## src/rtl/sgm_display_driver.sv

```systemverilog
// Multiplexed 4-digit + colon seven-segment driver with double-buffered data,
// dead-time blanking on position changes. Optional LEADING_ZERO_BLANK_EN.
module sgm_display_driver #(
  parameter int unsigned DEAD_CYCLES = 2,
  parameter logic [2:0]  POS_MAX     = 3'b100
) (
  input  logic        clock,
  input  logic        reset,
  input  logic [2:0]  select_afisare,
  input  logic [15:0] digit_in,
  input  logic        colon_in,
  input  logic        upd_req,
  output logic        upd_ack,
  output logic [4:0]  an,
  output logic [6:0]  seg,
  output logic        dp,
  output logic        select_err
);

  localparam logic [3:0] DEAD = 4'(DEAD_CYCLES);

  typedef enum logic {BLANK, SHOW} state_t;

  state_t      state, state_n;
  logic [3:0]  cnt, cnt_n;
  logic [2:0]  prev_sel;
  logic [15:0] shadow_d, active_d, active_d_n;
  logic        shadow_c, active_c, active_c_n;
  logic        pending;
  logic        illegal, changed, boundary, xfer;
  logic [3:0]  digit;
  logic [4:0]  an_n;
  logic [6:0]  seg_n;
  logic        dp_n;

  function automatic logic [6:0] decode(input logic [3:0] d);
    case (d)
      4'd0:    decode = 7'b1000000;
      4'd1:    decode = 7'b1111001;
      4'd2:    decode = 7'b0100100;
      4'd3:    decode = 7'b0110000;
      4'd4:    decode = 7'b0011001;
      4'd5:    decode = 7'b0010010;
      4'd6:    decode = 7'b0000010;
      4'd7:    decode = 7'b1111000;
      4'd8:    decode = 7'b0000000;
      4'd9:    decode = 7'b0010000;
      default: decode = 7'b0111111;
    endcase
  endfunction

  assign illegal  = select_afisare > POS_MAX;
  assign changed  = select_afisare != prev_sel;
  assign boundary = (select_afisare == 3'd0) && (prev_sel != 3'd0);
  assign xfer     = boundary && pending;

  // Decode from the post-transfer data so upd_ack and the new image align.
  assign active_d_n = xfer ? shadow_d : active_d;
  assign active_c_n = xfer ? shadow_c : active_c;

  always_comb begin
    state_n = state;
    cnt_n   = cnt;
    if (changed) begin
      cnt_n   = DEAD;
      state_n = (DEAD == 4'd0) ? SHOW : BLANK;
    end else if (state == BLANK) begin
      if (cnt <= 4'd1) begin
        cnt_n   = 4'd0;
        state_n = SHOW;
      end else begin
        cnt_n = cnt - 4'd1;
      end
    end
  end

  always_comb begin
    case (select_afisare[1:0])
      2'd0:    digit = active_d_n[15:12];
      2'd1:    digit = active_d_n[11:8];
      2'd2:    digit = active_d_n[7:4];
      default: digit = active_d_n[3:0];
    endcase
  end

  always_comb begin
    an_n  = 5'b11111;
    seg_n = 7'b1111111;
    dp_n  = 1'b1;
    if (state_n == SHOW && !illegal) begin
      if (select_afisare == 3'd4) begin
        an_n[4] = 1'b0;
        dp_n    = ~active_c_n;
      end else if (select_afisare < 3'd4) begin
        an_n[select_afisare[1:0]] = 1'b0;
        seg_n = decode(digit);
`ifdef LEADING_ZERO_BLANK_EN
        if (select_afisare == 3'd0 && digit == 4'd0) seg_n = 7'b1111111;
`endif
      end
    end
  end

  always_ff @(posedge clock or posedge reset) begin
    if (reset) begin
      state      <= BLANK;
      cnt        <= DEAD;
      prev_sel   <= 3'd0;
      shadow_d   <= 16'd0;
      shadow_c   <= 1'b0;
      active_d   <= 16'd0;
      active_c   <= 1'b0;
      pending    <= 1'b0;
      upd_ack    <= 1'b0;
      an         <= 5'b11111;
      seg        <= 7'b1111111;
      dp         <= 1'b1;
      select_err <= 1'b0;
    end else begin
      state    <= state_n;
      cnt      <= cnt_n;
      prev_sel <= select_afisare;
      active_d <= active_d_n;
      active_c <= active_c_n;
      upd_ack  <= xfer;
      // A coincident request re-arms pending after the old shadow moves out.
      if (upd_req) begin
        shadow_d <= digit_in;
        shadow_c <= colon_in;
        pending  <= 1'b1;
      end else if (xfer) begin
        pending  <= 1'b0;
      end
      an  <= an_n;
      seg <= seg_n;
      dp  <= dp_n;
      if (illegal) select_err <= 1'b1;
    end
  end

endmodule

```

## config.mk

```make
export PLATFORM = sky130hd
export DESIGN_NAME = sgm_display_driver
export DESIGN_NICKNAME = d
export VERILOG_FILES = /design/src/rtl/sgm_display_driver.sv
export SDC_FILE = /design/constraint.sdc
export NUM_CORES = 1
export LEC_CHECK = 0
export CAP_MARGIN = 20
export CORE_UTILIZATION = 39
export CTS_BUF_LIST = sky130_fd_sc_hd__clkbuf_4
export CTS_CLUSTER_SIZE = 14
export DETAILED_ROUTE_END_ITERATION = 8
export PLACE_DENSITY = 0.68
export SYNTH_ARGS = -nofsm -noshare
export SYNTH_HDL_FRONTEND = slang
export SYNTH_SLANG_ARGS = --single-unit
```

## constraint.sdc

```tcl
create_clock -name clock -period 4.9 [get_ports clock]
set_clock_uncertainty 0.2 [all_clocks]
set_input_delay 0.735 -clock clock [delete_from_list [all_inputs] [get_ports clock]]
set_output_delay 0.735 -clock clock [all_outputs]
set_load 0.01 [all_outputs]
```

==> flow_metrics.tcl <==
set metrics [dict create \
    required_ns 5.02 \
    dieArea_um2 7030 \
    status "finished, violations left" \
    grt_pass1_wl_um 7940 \
    min_period_ns 3.67 \
    slowest_delay_ns 0.70 \
    ys_seq_area_share_pct 56.3 \
    worstMarginPinSlew_ns 0.769 \
    start_util_pct 40.7 \
    ys_warn_count 0 \
    coreArea_um2 6420 \
    seqCellArea_um2 1470 \
    ys_types 47 \
    clk_latency_ns 0.39 \
    setup_tns_ns 0 \
    power_density_nw_per_um2 334 \
    drtIter0Drc 69 \
    wl_per_cell_um 13.1 \
    crit_path_end_kind "flip-flop" \
    num_rows 29 \
    violations "DRC" \
    synth_area_per_cell_um2 11.9 \
    synth_edf_count 0 \
    gr-total-overflow 0 \
    fin_crit_sh_pct 74.8 \
    crit_type "input port to flip-flop" \
    drive_gt1_share_pct 21.1 \
    nFillCells 593 \
    synth_cells 219 \
    path_cells "clkdlybuf4s50_1 -> nor4b_4 -> nand2_8 -> mux2_2 -> o211ai_1 -> inv_1 -> ha_1 -> o32a_1" \
    rsz0062_at_grt "no" \
    maxCapViolCount 0 \
    drc 1 \
    grt_pass1_vias 1739 \
    power_leakage_nw 1.39 \
    clk_path_buf_depth 2 \
    io_pins 38 \
    dr.pass1.iters 6 \
    track_usage_pct 14.7 \
    synth-main-ff-cell "dfrtp_1" \
    num_vias 1680 \
    final-hold-violation-count 0 \
    final_cell_mix "44 x dfrtp_1, 37 x nand2_1, 37 x clkdlybuf4s50_1" \
    tritoncts "built" \
    vias_per_cell 4.91 \
    cp.arrival_ns 3.79 \
    final_common_cell "dfrtp_1" \
    chipHeight_um 83.8 \
    fmax_ghz 0.273 \
    grt_max_degree 49 \
    setup_violations 0 \
    root_buffer "clkbuf_4" \
    slowest_stage "clkdlybuf4s50_1" \
    ys_seq_elements 58 \
    cts.sinks 58 \
    path_clk_slew_ns 0.09 \
    area_growth_pct 21.6 \
    drt-total-wl_um 4470 \
    synth_nets 250 \
    whs_ns 0.257 \
    setup.worst_path.start_class "input port" \
    ant_nets 0 \
    h-tree-depth 3 \
    cts_setup_buffers 0 \
    async_flop_share_pct 100 \
    port_buffers 37 \
    slew_violations 0 \
    hp-class "flip-flop to flip-flop" \
    numCtsBuffers 9 \
    relSlewSlack_pct 48.6 \
    die_x_um 83.8 \
    multi_input_area_um2 1040 \
    diodes 0 \
    peakVddDrop_mv 0.172 \
    globalplace.congestion 0.751 \
    cts_resized 0 \
    netlist_area_um2 2610 \
    cp_max_fo 17 \
    cts.hold.buffers_added 0 \
    nets 292 \
    grt_antenna_before_repair 0 \
    dp_hpwl_um 3160 \
]
==> power by group <==
part / leakage (nW) / total, mW / switching, mW / internal [mW]
sequential: 0.678 / 0.554 / 0.0237 / 0.531
combinational: 0.638 / 0.195 / 0.103 / 0.0922
clock: 0.0688 / 0.312 / 0.159 / 0.153
==> per-stage QoR <==
stage / area, um^2 / total power [mW] / utilization [%] / worst slack [ns] / cells
2_1_floorplan: 2610 / 0.702 / - / 1.90 / 219
3_3_place_gp: 3050 / 0.754 / 47.5 / 0.954 / 327
3_5_place_dp: 3050 / 0.759 / 47.5 / 0.827 / 327
4_1_cts: 3170 / 1.08 / 49.4 / 1.26 / 342
5_1_grt: 3170 / 1.13 / 49.4 / 1.06 / 342
6_report: 3170 / 1.06 / 49.4 / 1.23 / 342
==> final cells by class <==
type                            count  area share, %
Multi-Input combinational cell    138           32.9
Tap cell                           77           3.04
Sequential cell                    58           46.3
Clock buffer                       10           2.37
Inverter                           15           1.85
Clock inverter                      5           1.46
Timing Repair Buffer               39           12.1
==> registers in the layout, summed over array words and instances, names as in the netlist <==
| name | cells |
|---|---|
| active_c | 1 |
| active_d | 16 |
| an | 5 |
| cnt | 4 |
| dp | 1 |
| pending | 1 |
| prev_sel | 3 |
| seg | 7 |
| select_err | 1 |
| shadow_c | 1 |
| shadow_d | 16 |
| state | 1 |
| upd_ack | 1 |
==> logic make-up after synthesis <==
family / Yosys count / synth area share, %
fa+ha+maj: 8 / 3.83
compound gates: 31 / 8.43
buf+inv: 23 / 3.79
flops: 58 / 56.3
simple gates: 68 / 13.6
mux: 28 / 13.1
xor+xnor: 3 / 1.01
==> synthesized netlist by cell type, drive strengths merged, types with 2 or more instances <==
master | instances | share of area [%]
dfrtp | 44 | 42
nand2 | 39 | 6.3
mux2 | 17 | 7.3
inv | 15 | 2.3
dfstp | 14 | 14
mux2i | 9 | 3.9
o21ai | 9 | 1.7
ha | 8 | 3.8
nand3 | 6 | 1.2
a21oi | 5 | 0.96
nor2 | 5 | 0.72
nor2b | 5 | 1.2
buf | 4 | 0.96
clkbuf | 4 | 0.57
nand4 | 3 | 0.72
o32a | 3 | 1.2
xnor2 | 3 | 1.0
a21o | 2 | 0.57
mux4 | 2 | 1.9
nand2b | 2 | 0.48
o31ai | 2 | 0.57
or2 | 2 | 0.58
==> worst max-delay path, delay by kind of cell <==
| kind | cells | cell delay [ns] |
|---|---|---|
| AO/OA/AOI/OAI | 2 | 0.86 |
| adder cells (fa/ha/maj) | 1 | 0.23 |
| buffers and inverters | 2 | 0.88 |
| multiplexers | 1 | 0.32 |
| AND/OR/NAND/NOR | 2 | 0.75 |
==> per-layer routing <==
metal  routed length (um)  part of all wire (%)  track usage (%)  vias up
met2                 2060                    46             23.2       36
met5                    0                     0                0        -
met4                  112                   2.5             8.78        0
met3                  156                   3.5             3.56        9
li1                     -                     -                -      842
met1                 2140                    48             18.5      793
==> final timing paths <==
check                                  startpoint          to  slack [ns]  depth (start not counted)
min in group asynchronous                   reset     upd_ack        0.36                          2
worst min-delay path                   select_err  select_err        0.26                          1
worst max-delay path            select_afisare[1]      seg[5]        1.23                          8
max in group asynchronous                   reset       an[3]        3.30                          3
worst min register to register         select_err  select_err        0.26                          1
worst max register to register        prev_sel[0]      seg[5]        2.00                          7
(Power assumes the default switching activity.)
==> variant (same settings) <==
Reset style: synchronous (`reset`), changed in one clocked block.
--- a/src/rtl/sgm_display_driver.sv
+++ b/src/rtl/sgm_display_driver.sv
@@ -101,7 +101,7 @@
     end
   end
 
-  always_ff @(posedge clock or posedge reset) begin
+  always_ff @(posedge clock) begin
     if (reset) begin
       state      <= BLANK;
       cnt        <= DEAD;
Check against the original RTL: differs if reset is asserted again (counterexample within 4 cycles, from zero or initial values and one cycle with reset high); with reset held inactive, the same outputs for 10 cycles.
==> variant against the original RTL <==
  * Highest routed layer unchanged
  * Critical endpoint is now seg[1]$_SDFF_PP1_
  * Wire length increased by 4.6%
  * Largest cell class is now multi-input gates
  * Synthesized cell count increased by 16%
  * Area after synthesis decreased by 7.0%
  * Worst setup slack improved by 0.40 ns
  * Sequential cell count unchanged
  * Design area decreased by 5.6%
  * Critical path type unchanged
  * Utilization increased by 0.89 points
Power is not compared: it rests on default switching activity, and its combinational part moved more than twofold at a synthesized area within 25%.
==> variant: results (changes against the original RTL) <==
min-delay-start: "select_err$_SDFFE_PP0P_"
gp_congestion: 0.793  # +5.7%
grt_util_all_layers_pct: 16.2  # +1.4 points
cts_inserted_buffers: 9  # unchanged
synthXorXnorAreaFrac_pct: 2.16  # +1.2 points
ys_seq_area_share_pct: 47.8  # -8.4 points
antenna_found_initial: 0  # unchanged
drtPass1Iterations: 4  # -2
synth_mux_area_share_pct: 11.1  # -2.1 points
grt_pass1_wl_mm: 7.87  # -0.87%
yosys.area_share.adder_pct: 4.12  # +0.29 points
antennaDiodeCount: 0  # unchanged
synthArstFlopShare_pct: 0  # -100 points
dr.first_iter.drc_count: 56  # -19%
synth_ff_type: "dfxtp_1"
dpl_cell_area_um2: 2850  # -6.8%
nets: 321  # +9.9%
grt_start_max_net_pins: 42  # -14%
synth_compound_area_share_pct: 11.9  # +3.5 points
critPathLaunch: "select_afisare[0]"
outcome: "complete, no violations"
synthTopCellsByArea: "dfxtp_1 (48%), mux2i_1 (9.1%), nor2_1 (4.8%), nand2_1 (4.6%), ha_1 (4.1%)"
vias_per_cell: 4.98  # +1.3%
ctsRootBufferMaster: "clkbuf_4"
routedWlPerCell_um: 12.6  # -3.3%
crit_arrival_ns: 3.37  # -0.42 ns
drive_gt1_share_pct: 10.5  # -11 points
cts.path.max_buffers: 2  # unchanged
postCtsSetupBuffers: 0  # unchanged
cpPeakStageDelay_ns: 0.73  # +0.03 ns
irDropWorstVdd_mv: 0.254
tightestPinTransition_ns: 1.01  # +0.243 ns
post-dp-hpwl_mm: 3.20  # +1.5%
synth_common_cells: "dfxtp_1 (58), nor2_1 (31), nand2_1 (30)"
synth_nets: 285  # +14%
ys_types: 49  # +4.3%
ctsResizeCount: 0  # unchanged
reg2reg_from: "pending$_SDFFE_PP0P_"
## variant: cell count changes in the layout (fill, tap and decap cells not counted), sizes merged, moves of 5 or more
cell and change:
dfxtp +58, dfrtp -44, nor2 +27, dfstp -14
mux2 -13, mux2i +13, a21oi +11, nand2 -8
o21ai -6, nor3 +5
## variant: cells by family after synthesis
logic type / Yosys count
compound gates: 39
xor+xnor: 6
fa+ha+maj: 8
buf+inv: 25
flops: 58
mux: 26
simple gates: 92
## variant: stage by stage
stage	setup slack, ns	hold slack, ns	cells	utilization (%)
2_1_floorplan	2.16	0.231	254	-
3_3_place_gp	1.26	0.234	354	47.8
3_5_place_dp	1.23	0.237	354	47.8
4_1_cts	1.66	0.252	370	50.3
5_1_grt	1.49	0.282	370	50.3
6_report	1.63	0.249	370	50.3
## variant: worst paths after layout
check	end	slack [ns]	cells after the start
max	seg[1]$_SDFF_PP1_	1.63	7
min	select_err$_SDFFE_PP0P_	0.25	2
max reg2reg	seg[1]$_SDFF_PP1_	2.47	6
min reg2reg	select_err$_SDFFE_PP0P_	0.25	2
## variant: critical path: cells and delay by family
family	cells	cell delay [ns]
adder cells (fa/ha/maj)	1	0.33
AO/OA/AOI/OAI	2	0.71
buffers and inverters	1	0.73
AND/OR/NAND/NOR	3	0.86
## variant: area by class of cell
class | count | area, um2
clock buffers | 9 | 67.6
clock inverters | 7 | 83.8
fillers | 585 | 2960
inverters | 11 | 41.3
multi-input cells | 171 | 1160
flip-flops and latches | 58 | 1160
well taps | 75 | 93.8
repair buffers | 39 | 385
## variant: power groups by stage
stage | combinational (mW) | clock, mW | sequential (mW)
after global placement | 0.0869 | 0 | 0.504
after global routing | 0.0979 | 0.405 | 0.496
final | 0.0887 | 0.372 | 0.493
after floorplan | 0.0579 | 0 | 0.502
after detailed placement | 0.0887 | 0 | 0.504
after CTS | 0.0893 | 0.386 | 0.494
## variant: per-layer routing
metal	global-route usage [%]	routed length, um
met5	0	0
met3	5.73	225
met2	26.0	2150
met4	8.04	76
met1	19.0	2220
